`src/rtl/riscv_pkg.sv`:
```
// rtl/riscv_pkg.sv - shared memory-access types and constants
package riscv_pkg;

    localparam int XLEN = 32;

    // Access size as decoded by the instruction controller; 2'b11 is illegal
    typedef enum logic [1:0] {
        SIZE_BYTE = 2'b00,
        SIZE_HALF = 2'b01,
        SIZE_WORD = 2'b10
    } mem_size_t;

    typedef enum logic [1:0] {
        IDLE = 2'b00,
        REQ  = 2'b01,
        WAIT = 2'b10,
        RESP = 2'b11
    } lsu_state_t;

endpackage

```
`src/rtl/lsu_align.sv`:
```
// rtl/lsu_align.sv - byte-lane steering, store replication, load extension and misalign check
module lsu_align
    import riscv_pkg::*;
(
    input  logic [1:0]      i_size,
    input  logic            i_unsigned,
    input  logic [1:0]      i_addr,
    input  logic [XLEN-1:0] i_wdata,
    input  logic [XLEN-1:0] i_rdata,
    output logic [3:0]      o_be,
    output logic [XLEN-1:0] o_wdata,
    output logic [XLEN-1:0] o_rdata,
    output logic            o_misalign
);

    logic [7:0]  w_byte;
    logic [15:0] w_half;

    // Pick the addressed byte and halfword out of the raw bus word
    always_comb begin
        w_byte = i_rdata[7:0];
        case (i_addr)
            2'b00:   w_byte = i_rdata[7:0];
            2'b01:   w_byte = i_rdata[15:8];
            2'b10:   w_byte = i_rdata[23:16];
            default: w_byte = i_rdata[31:24];
        endcase
        w_half = i_addr[1] ? i_rdata[31:16] : i_rdata[15:0];
    end

    // Size-dependent enables, replicated store data, extended load data and legality
    always_comb begin
        o_be       = 4'b0000;
        o_wdata    = i_wdata;
        o_rdata    = '0;
        o_misalign = 1'b0;
        case (i_size)
            SIZE_BYTE: begin
                o_be    = 4'b0001 << i_addr;
                o_wdata = {4{i_wdata[7:0]}};
                o_rdata = i_unsigned ? {24'h000000, w_byte} : {{24{w_byte[7]}}, w_byte};
            end
            SIZE_HALF: begin
                o_be       = 4'b0011 << {i_addr[1], 1'b0};
                o_wdata    = {2{i_wdata[15:0]}};
                o_rdata    = i_unsigned ? {16'h0000, w_half} : {{16{w_half[15]}}, w_half};
                o_misalign = i_addr[0];
            end
            SIZE_WORD: begin
                o_be       = 4'b1111;
                o_wdata    = i_wdata;
                o_rdata    = i_rdata;
                o_misalign = |i_addr;
            end
            default: begin
                // Encoding 2'b11 never reaches the bus
                o_misalign = 1'b1;
            end
        endcase
    end

endmodule

```
`src/rtl/load_store_unit.sv`:
```
// rtl/load_store_unit.sv - memory-access stage: one req/gnt/rvalid transaction per instruction
module load_store_unit
    import riscv_pkg::*;
#(
    parameter int ADDR_W = 32,
    parameter int XLEN   = 32
) (
    input  logic              clk,
    input  logic              rst,
    input  logic              req_valid,
    output logic              req_ready,
    input  logic              req_is_store,
    input  logic [1:0]        req_size,
    input  logic              req_unsigned,
    input  logic [ADDR_W-1:0] req_addr,
    input  logic [XLEN-1:0]   req_wdata,
    output logic              rsp_valid,
    output logic [XLEN-1:0]   rsp_rdata,
    output logic              rsp_error,
    output logic              busy,
    output logic              mem_req,
    output logic              mem_we,
    output logic [ADDR_W-1:0] mem_addr,
    output logic [3:0]        mem_be,
    output logic [XLEN-1:0]   mem_wdata,
    input  logic              mem_gnt,
    input  logic              mem_rvalid,
    input  logic [XLEN-1:0]   mem_rdata
);

    lsu_state_t        r_state, w_state_nxt;

    // Captured request fields needed after the accept cycle
    logic              r_is_store, w_is_store_nxt;
    logic [1:0]        r_size, w_size_nxt;
    logic              r_unsigned, w_unsigned_nxt;
    logic [1:0]        r_lane, w_lane_nxt;

    // Registered outputs
    logic              r_req_ready, w_req_ready_nxt;
    logic              r_rsp_valid, w_rsp_valid_nxt;
    logic [XLEN-1:0]   r_rsp_rdata, w_rsp_rdata_nxt;
    logic              r_rsp_error, w_rsp_error_nxt;
    logic              r_busy, w_busy_nxt;
    logic              r_mem_req, w_mem_req_nxt;
    logic              r_mem_we, w_mem_we_nxt;
    logic [ADDR_W-1:0] r_mem_addr, w_mem_addr_nxt;
    logic [3:0]        r_mem_be, w_mem_be_nxt;
    logic [XLEN-1:0]   r_mem_wdata, w_mem_wdata_nxt;

    // Alignment helper: in IDLE it looks at the live request, afterwards at the captured one
    logic [1:0]        w_al_size;
    logic              w_al_unsigned;
    logic [1:0]        w_al_lane;
    logic [3:0]        w_be;
    logic [XLEN-1:0]   w_wdata;
    logic [XLEN-1:0]   w_load_data;
    logic              w_misalign;

    assign w_al_size     = (r_state == IDLE) ? req_size     : r_size;
    assign w_al_unsigned = (r_state == IDLE) ? req_unsigned : r_unsigned;
    assign w_al_lane     = (r_state == IDLE) ? req_addr[1:0] : r_lane;

    lsu_align u_align (
        .i_size     (w_al_size),
        .i_unsigned (w_al_unsigned),
        .i_addr     (w_al_lane),
        .i_wdata    (req_wdata),
        .i_rdata    (mem_rdata),
        .o_be       (w_be),
        .o_wdata    (w_wdata),
        .o_rdata    (w_load_data),
        .o_misalign (w_misalign)
    );

    // State and all outputs update together; rst abandons any outstanding bus access
    always_ff @(posedge clk) begin
        if (rst) begin
            r_state     <= IDLE;
            r_is_store  <= 1'b0;
            r_size      <= 2'b00;
            r_unsigned  <= 1'b0;
            r_lane      <= 2'b00;
            r_req_ready <= 1'b1;
            r_rsp_valid <= 1'b0;
            r_rsp_rdata <= '0;
            r_rsp_error <= 1'b0;
            r_busy      <= 1'b0;
            r_mem_req   <= 1'b0;
            r_mem_we    <= 1'b0;
            r_mem_addr  <= '0;
            r_mem_be    <= 4'b0000;
            r_mem_wdata <= '0;
        end else begin
            r_state     <= w_state_nxt;
            r_is_store  <= w_is_store_nxt;
            r_size      <= w_size_nxt;
            r_unsigned  <= w_unsigned_nxt;
            r_lane      <= w_lane_nxt;
            r_req_ready <= w_req_ready_nxt;
            r_rsp_valid <= w_rsp_valid_nxt;
            r_rsp_rdata <= w_rsp_rdata_nxt;
            r_rsp_error <= w_rsp_error_nxt;
            r_busy      <= w_busy_nxt;
            r_mem_req   <= w_mem_req_nxt;
            r_mem_we    <= w_mem_we_nxt;
            r_mem_addr  <= w_mem_addr_nxt;
            r_mem_be    <= w_mem_be_nxt;
            r_mem_wdata <= w_mem_wdata_nxt;
        end
    end

    // Next-state and next-output decode
    always_comb begin
        w_state_nxt     = r_state;
        w_is_store_nxt  = r_is_store;
        w_size_nxt      = r_size;
        w_unsigned_nxt  = r_unsigned;
        w_lane_nxt      = r_lane;
        w_rsp_valid_nxt = 1'b0;
        w_rsp_rdata_nxt = r_rsp_rdata;
        w_rsp_error_nxt = r_rsp_error;
        w_mem_req_nxt   = r_mem_req;
        w_mem_we_nxt    = r_mem_we;
        w_mem_addr_nxt  = r_mem_addr;
        w_mem_be_nxt    = r_mem_be;
        w_mem_wdata_nxt = r_mem_wdata;

        case (r_state)
            IDLE: begin
                if (req_valid) begin
                    w_is_store_nxt = req_is_store;
                    w_size_nxt     = req_size;
                    w_unsigned_nxt = req_unsigned;
                    w_lane_nxt     = req_addr[1:0];
                    if (w_misalign) begin
                        w_state_nxt     = RESP;
                        w_rsp_valid_nxt = 1'b1;
                        w_rsp_error_nxt = 1'b1;
                        w_rsp_rdata_nxt = '0;
                    end else begin
                        w_state_nxt     = REQ;
                        w_rsp_error_nxt = 1'b0;
                        w_mem_req_nxt   = 1'b1;
                        w_mem_we_nxt    = req_is_store;
                        w_mem_addr_nxt  = {req_addr[ADDR_W-1:2], 2'b00};
                        w_mem_be_nxt    = w_be;
                        w_mem_wdata_nxt = w_wdata;
                    end
                end
            end
            REQ: begin
                // Bus fields stay frozen until the grant
                if (mem_gnt) begin
                    w_mem_req_nxt   = 1'b0;
                    w_mem_we_nxt    = 1'b0;
                    w_mem_addr_nxt  = '0;
                    w_mem_be_nxt    = 4'b0000;
                    w_mem_wdata_nxt = '0;
                    if (mem_rvalid) begin
                        w_state_nxt     = RESP;
                        w_rsp_valid_nxt = 1'b1;
                        w_rsp_rdata_nxt = r_is_store ? '0 : w_load_data;
                    end else begin
                        w_state_nxt = WAIT;
                    end
                end
            end
            WAIT: begin
                if (mem_rvalid) begin
                    w_state_nxt     = RESP;
                    w_rsp_valid_nxt = 1'b1;
                    w_rsp_rdata_nxt = r_is_store ? '0 : w_load_data;
                end
            end
            default: begin
                // RESP: single-cycle pulse, then back to accepting
                w_state_nxt     = IDLE;
                w_rsp_rdata_nxt = '0;
                w_rsp_error_nxt = 1'b0;
            end
        endcase

        w_busy_nxt      = (w_state_nxt != IDLE);
        w_req_ready_nxt = (w_state_nxt == IDLE);
    end

    assign req_ready = r_req_ready;
    assign rsp_valid = r_rsp_valid;
    assign rsp_rdata = r_rsp_rdata;
    assign rsp_error = r_rsp_error;
    assign busy      = r_busy;
    assign mem_req   = r_mem_req;
    assign mem_we    = r_mem_we;
    assign mem_addr  = r_mem_addr;
    assign mem_be    = r_mem_be;
    assign mem_wdata = r_mem_wdata;

endmodule

```
`config.mk`:
```
export PLATFORM = sky130hd
export DESIGN_NAME = load_store_unit
export DESIGN_NICKNAME = d
export VERILOG_FILES = /design/src/rtl/riscv_pkg.sv /design/src/rtl/lsu_align.sv /design/src/rtl/load_store_unit.sv
export SDC_FILE = /design/constraint.sdc
export NUM_CORES = 1
export LEC_CHECK = 0
export CORE_ASPECT_RATIO = 1.4
export CORE_MARGIN = 5
export CORE_UTILIZATION = 48
export CTS_CLUSTER_SIZE = 28
export DETAILED_ROUTE_END_ITERATION = 12
export PLACE_DENSITY = 0.81
export SLEW_MARGIN = 20
export SYNTH_ARGS = -nofsm -noshare
export SYNTH_HDL_FRONTEND = slang
export SYNTH_HIERARCHICAL = 1
export SYNTH_SLANG_ARGS = --single-unit
export TNS_END_PERCENT = 5
```
`constraint.sdc`:
```
create_clock -name clk -period 4.2 [get_ports clk]
set_clock_uncertainty 0.15 [all_clocks]
set_input_delay 0.63 -clock clk [delete_from_list [all_inputs] [get_ports clk]]
set_output_delay 0.63 -clock clk [all_outputs]
set_load 0.03 [all_outputs]
```
### Word level (Yosys, flattened, before mapping)

Cells that the tools add are included.

* equality and inequality tests: 10
* shifts and indexed selects: 2
* multiplexer cells: 48
* bitwise logic cells: 1
* reductions and logical operators: 12

Operators by type and width (number)
* 32-bit 2-to-1 mux: 12
* 32-bit one-hot mux with 2 select lines: 3
* 32-bit one-hot mux with 3 select lines: 2
* 8-bit one-hot mux with 3 select lines: 1
* 16-bit 2-to-1 mux: 1
* 1-bit 2-to-1 mux: 12
* 2-bit 2-to-1 mux: 6
* 4-bit 2-to-1 mux: 3
* 4-bit one-hot mux with 3 select lines: 1
* 2-bit logical NOT: 4
* 4-bit one-hot mux with 2 select lines: 1
* 2-bit by 1-bit equality test with 1-bit output, second input constant: 3
* 2-bit equality test, second input constant: 3
* 2-bit inequality test, second input constant: 3
* 1-bit one-hot mux with 2 select lines: 3
* 1-bit one-hot mux with 3 select lines: 2
* 2-bit one-hot mux with 3 select lines: 1
* 2-bit AND reduction: 2
* 4-bit AND reduction: 1
* 2-bit nonzero test: 2
* 2-bit OR reduction: 2
* 1-bit by 2-bit left shift with 4-bit output, first input constant: 1
* 2-bit by 2-bit left shift with 4-bit output, first input constant: 1
* 3-bit AND reduction: 1
* 2 further kinds: 2

* register bits after elaboration: 114
* bits of input ports: 105
* output and inout bits: 106
* logic and storage cells: 88

### Depth between registers and ports, before layout

* word-level depth: 10
* gate-level depth with buffers: 13
* mapped depth without buffers: 9

### Hierarchy

The synthesis kept the hierarchy.

By module, submodules not included
* load_store_unit: times used 1, cells an instance 571, area an instance 5597.9 µm², sequential area each 2242.2 µm²
* lsu_align: times used 1, cells an instance 193, area an instance 1574.0 µm², sequential area each 0.0 µm²

### Least setup slack after synthesis

Ideal clock, no wire load.

* kind: reg2reg
* start: register r_state[0]
* end: register r_mem_addr[15] (netlist: mem_addr[15])
* library setup time: 0.072 ns
* arrival time: 2.670 ns
* required time: 3.978 ns
* setup slack: 1.309 ns
* stages on the path, launching flop included: 14
* buffers on the path: 5
* clock period less this slack: 2.891 ns
* cells stage by stage: dfxtp_1 inv_1 ha_1 buf_2 mux2_2 buf_6 buf_2 o21ai_0 a21oi_1 nand3b_1 a21oi_2 buf_4 buf_4 mux2i_1

* word-level cells in the longest chain between the ends: 6
* elaborated cells on any way between the ends: 15
* those cells by class: eq/ne: 6; mux: 4; reduce/logical: 5

RTL lines
* from (decl): line load_store_unit.sv:31 `lsu_state_t r_state, w_state_nxt;`
* from (signal assigned): line load_store_unit.sv:95 `r_state <= w_state_nxt;`
* 2-bit logical NOT: line load_store_unit.sv:62 `assign w_al_lane = (r_state == IDLE) ? req_addr[1:0] : r_lane;`
* 2-bit 2-to-1 mux: line load_store_unit.sv:62
* named net w_al_lane[1]: line load_store_unit.sv:54 `logic [1:0] w_al_lane;`
* 2-bit OR reduction: line lsu_align.sv:53 `o_misalign = |i_addr;`
* 1-bit one-hot mux with 3 select lines: line lsu_align.sv:37 `case (i_size)`
* named net w_misalign: line load_store_unit.sv:58 `logic w_misalign;`
* 2-bit inequality test (no line)
* 4-bit AND reduction (no line)
* to (signal assigned): line load_store_unit.sv:107 `r_mem_addr <= w_mem_addr_nxt;`
* to (decl): line load_store_unit.sv:47 `logic [ADDR_W-1:0] r_mem_addr, w_mem_addr_nxt;`

The timed path passes the listed nets, and every way through them passes these cells.
A chain may end at the register's enable or synchronous reset.

### Final worst setup path

* start: register r_state[0]
* end: register r_rsp_rdata[11] (netlist: rsp_rdata[11])

* word-level cells in the longest chain between the ends: 10
* elaborated cells on any way between the ends: 27
* those cells by class: eq/ne: 9; mux: 13; reduce/logical: 5

RTL lines
* 2-bit logical NOT *: line load_store_unit.sv:62
* 2-bit 2-to-1 mux *: line load_store_unit.sv:62
* named net w_al_lane[0]: line load_store_unit.sv:54
* 2-bit equality test, or another cell as far along: line lsu_align.sv:22 `case (i_addr)`
* 8-bit one-hot mux with 3 select lines *: line lsu_align.sv:22
* 32-bit 2-to-1 mux *: line lsu_align.sv:41 `o_rdata = i_unsigned ? {24'h000000, w_byte} : {{24{w_byte[7]}}, w_byte};`
* 32-bit one-hot mux with 3 select lines *: line lsu_align.sv:37
* named net w_load_data[11]: line load_store_unit.sv:57 `logic [XLEN-1:0] w_load_data;`
* 32-bit 2-to-1 mux *: line load_store_unit.sv:163, load_store_unit.sv:173
* 32-bit 2-to-1 mux *: line load_store_unit.sv:160, load_store_unit.sv:170
* 32-bit 2-to-1 mux: line load_store_unit.sv:154 `if (mem_gnt) begin`
* 32-bit one-hot mux with 3 select lines *: line load_store_unit.sv:129 `case (r_state)`
* to (signal assigned): line load_store_unit.sv:102 `r_rsp_rdata <= w_rsp_rdata_nxt;`
* to (decl): line load_store_unit.sv:42 `logic [XLEN-1:0] r_rsp_rdata, w_rsp_rdata_nxt;`

The timed path passes the listed nets; every way through them passes the cells marked *. The select of a mux whose other input is x is not followed.

==> results.sh <==
export IMPL_status="complete, no violations"
export IMPL_placed_area_mm2=0.00906
export IMPL_yosys_area_top_type="dfxtp_1"
export IMPL_nNetsFinal=1012
export IMPL_synth_most_common_cell="dfxtp_1"
export IMPL_viasPerCell=5.70
export IMPL_wl_per_cell_um=18.5
export IMPL_synth_distinct_cells=49
export IMPL_finalWeightedCongestion=0.872
export IMPL_relSlewSlack_pct=28.2
export IMPL_clk_latency_ns=0.35
export IMPL_final_cell_area_mm2=0.00940
export IMPL_grt_overflow_total=0
export IMPL_finalSetupTns_ns=0
export IMPL_antenna_found_initial=0
export IMPL_fin_util_pct=63.3
export IMPL_synth_edf_count=0
export IMPL_ys_flop_type="dfxtp_1"
export IMPL_cpPeakStageDelay_ns=0.67
export IMPL_synth_area_leaders="dfxtp_1 (31%), mux2i_1 (13%), or3b_2 (8.2%)"
export IMPL_slowest_stage="a22oi_4"
export IMPL_cts_buffers=9
export IMPL_fp_dieArea_mm2=0.0175
export IMPL_path_max_fanout=24
export IMPL_path_buf_inv=2
export IMPL_grt_first_pass_wirelength_mm=32.3
export IMPL_setup_violations=0
export IMPL_worst_ep_arrival_time_ns=3.42
export IMPL_p_total_mw=6.31
export IMPL_cts_tree="built"
export IMPL_leakage_nw=3.36
export IMPL_core_area_mm2=0.0149
export IMPL_worst_pin_slew_ns=1.08
export IMPL_yosys_top_cells_count="dfxtp_1 (112), mux2i_1 (91), nand2b_1 (70)"
export IMPL_period_share_pct=80.4
export IMPL_synth_top_cell_area_share_pct=31.3
export IMPL_holdCritPathClass="register to register"
export IMPL_antenna_left=0
export IMPL_drive_gt1_share_pct=18.1
export IMPL_root_buffer="clkbuf_16"
export IMPL_grt_max_degree=133
export IMPL_clkTransAtPathRegs_ns=0.08
export IMPL_rows=53
export IMPL_clock_fmax_mhz=296
export IMPL_cts_buffer_depth=2
export IMPL_dr_first_iter_drc_count=336
export IMPL_post_dp_hpwl_mm=14.4
export IMPL_vias=6252
export IMPL_required_ns=4.24
export IMPL_area_growth_pct=31.1
export IMPL_cp_start_kind="register"
export IMPL_fin_crit_ns=3.38
export IMPL_ys_seq_area_share_pct=31.3
export IMPL_rsz0062_at_grt="false"
export IMPL_max_cap_violations=0
export IMPL_grt_pass1_vias=6163
export IMPL_syn_avg_cell_area_um2=9.39
export IMPL_cts_setup_buffers=0
export IMPL_ios=211
export IMPL_drtPass1Iterations=5
export IMPL_yosysWarningCount=6
export IMPL_synth_cell_area_mm2=0.00717
export IMPL_slew_viol_final=0
export IMPL_cts_htree_levels=3
export IMPL_cts_resized=0
export IMPL_die_h_um=155
export IMPL_hold_buffers=0
export IMPL_cts_sinks=112
export IMPL_antenna_cells=0
export IMPL_die_w_um=113
export IMPL_initial_core_util_pct=48.3
export IMPL_end_kind="register"
export IMPL_wirelength_mm=20.3
export IMPL_grt_total_usage_pct=22.6
export IMPL_layoutNonFillerInstCount=1097
export IMPL_numPlacedInstances=1080
export IMPL_peakVddDrop_v=0.000465
export IMPL_ys_seq_elements=112
export IMPL_ys_async_sr_fraction_pct=0
export IMPL_hold_viol=0
export IMPL_portBuffers=208
export IMPL_path_cells="inv_1 > ha_1 > mux2_2 > buf_4 > mux2_4 > a22oi_4 > o21ai_0 > nand3b_1 > or4_1 > a21oi_1"
export IMPL_drc=0
export IMPL_worst_path_dominant_cell_family="compound AO/OA/AOI/OAI gates"
export IMPL_powerDensity_mw_per_mm2=671
export IMPL_synthCells=764
export IMPL_worstSetupPathType="register to register"
worst reg2reg max path: cells and delay by family, from the launching register on:
kind            cells  cell delay, ns
fa+ha+maj           1            0.38
compound gates      3            0.94
flops               1            0.37
simple gates        2            0.23
buf+inv             2            0.39
mux                 2            0.76
cells by family after synthesis:
group                    synth area share, %
AND/OR/NAND/NOR                         25.5
AO/OA/AOI/OAI                           15.0
multiplexers                            18.9
flip-flops                              31.3
buffers and inverters                   8.15
adder cells (fa/ha/maj)                 1.22
other                                 0.0523
sequential cells by signal, indices dropped and copies added, names as in the netlist:
name / count
busy: 1
mem_addr: 30
rsp_rdata: 32
r_is_store: 1
mem_req: 1
mem_we: 1
r_lane: 2
mem_be: 4
req_ready: 1
r_size: 2
mem_wdata: 32
rsp_error: 1
r_state: 2
rsp_valid: 1
r_unsigned: 1
cell usage in the layout, fill, tap and decap left out, types with 18 or more instances in the layout:
cell type        netlist  final
or3b_2                67     67
mux2i_1               91     91
dfxtp_1              112    112
nand2_1               33     33
nand3b_1              33     33
or4_1                 32     32
nand2b_1              70     70
o31ai_1               32     32
clkdlybuf4s50_1        0    207
a21oi_1               42     42
o21ai_0               18     18
mux2_2                38     38
metal layers:
metal	wire length, µm	track usage, %	part of all wire, %	vias up
met2	10500	40.1	52	225
li1	-	-	-	3052
met3	1660	7.20	8.1	39
met1	7520	24.9	37	2936
met5	0	0	0	-
met4	627	8.65	3.1	0
final cells by class:
class	count	area, µm²
fillers	1280	5460
well taps	192	240
clock inverters	7	87.6
multi-input cells	551	4370
repair buffers	222	2220
clock buffers	9	225
flip-flops and latches	112	2240
inverters	4	15.0
final timing paths:
check	start	end	slack, ns	depth (start not counted)
worst max register to register	r_state[0]	rsp_rdata[11]	0.82	10
worst max-delay path	r_state[0]	rsp_rdata[11]	0.82	10
worst min register to register	r_lane[1]	r_lane[1]	0.30	2
worst min-delay path	r_lane[1]	r_lane[1]	0.30	2
per-stage QoR:
step	hold slack (ns)	setup slack, ns
final	0.305	0.822
after global routing	0.318	0.618
after CTS	0.306	0.705
after detailed placement	0.294	0.671
after global placement	0.291	0.770
after floorplan	0.284	1.31
where the power goes:
part | switching (mW) | internal [mW]
clock network | 0.431 | 0.476
registers | 0.182 | 1.37
logic | 2.18 | 1.67
total | 2.79 | 3.51
No activity file was read; power rests on OpenSTA's default activity.
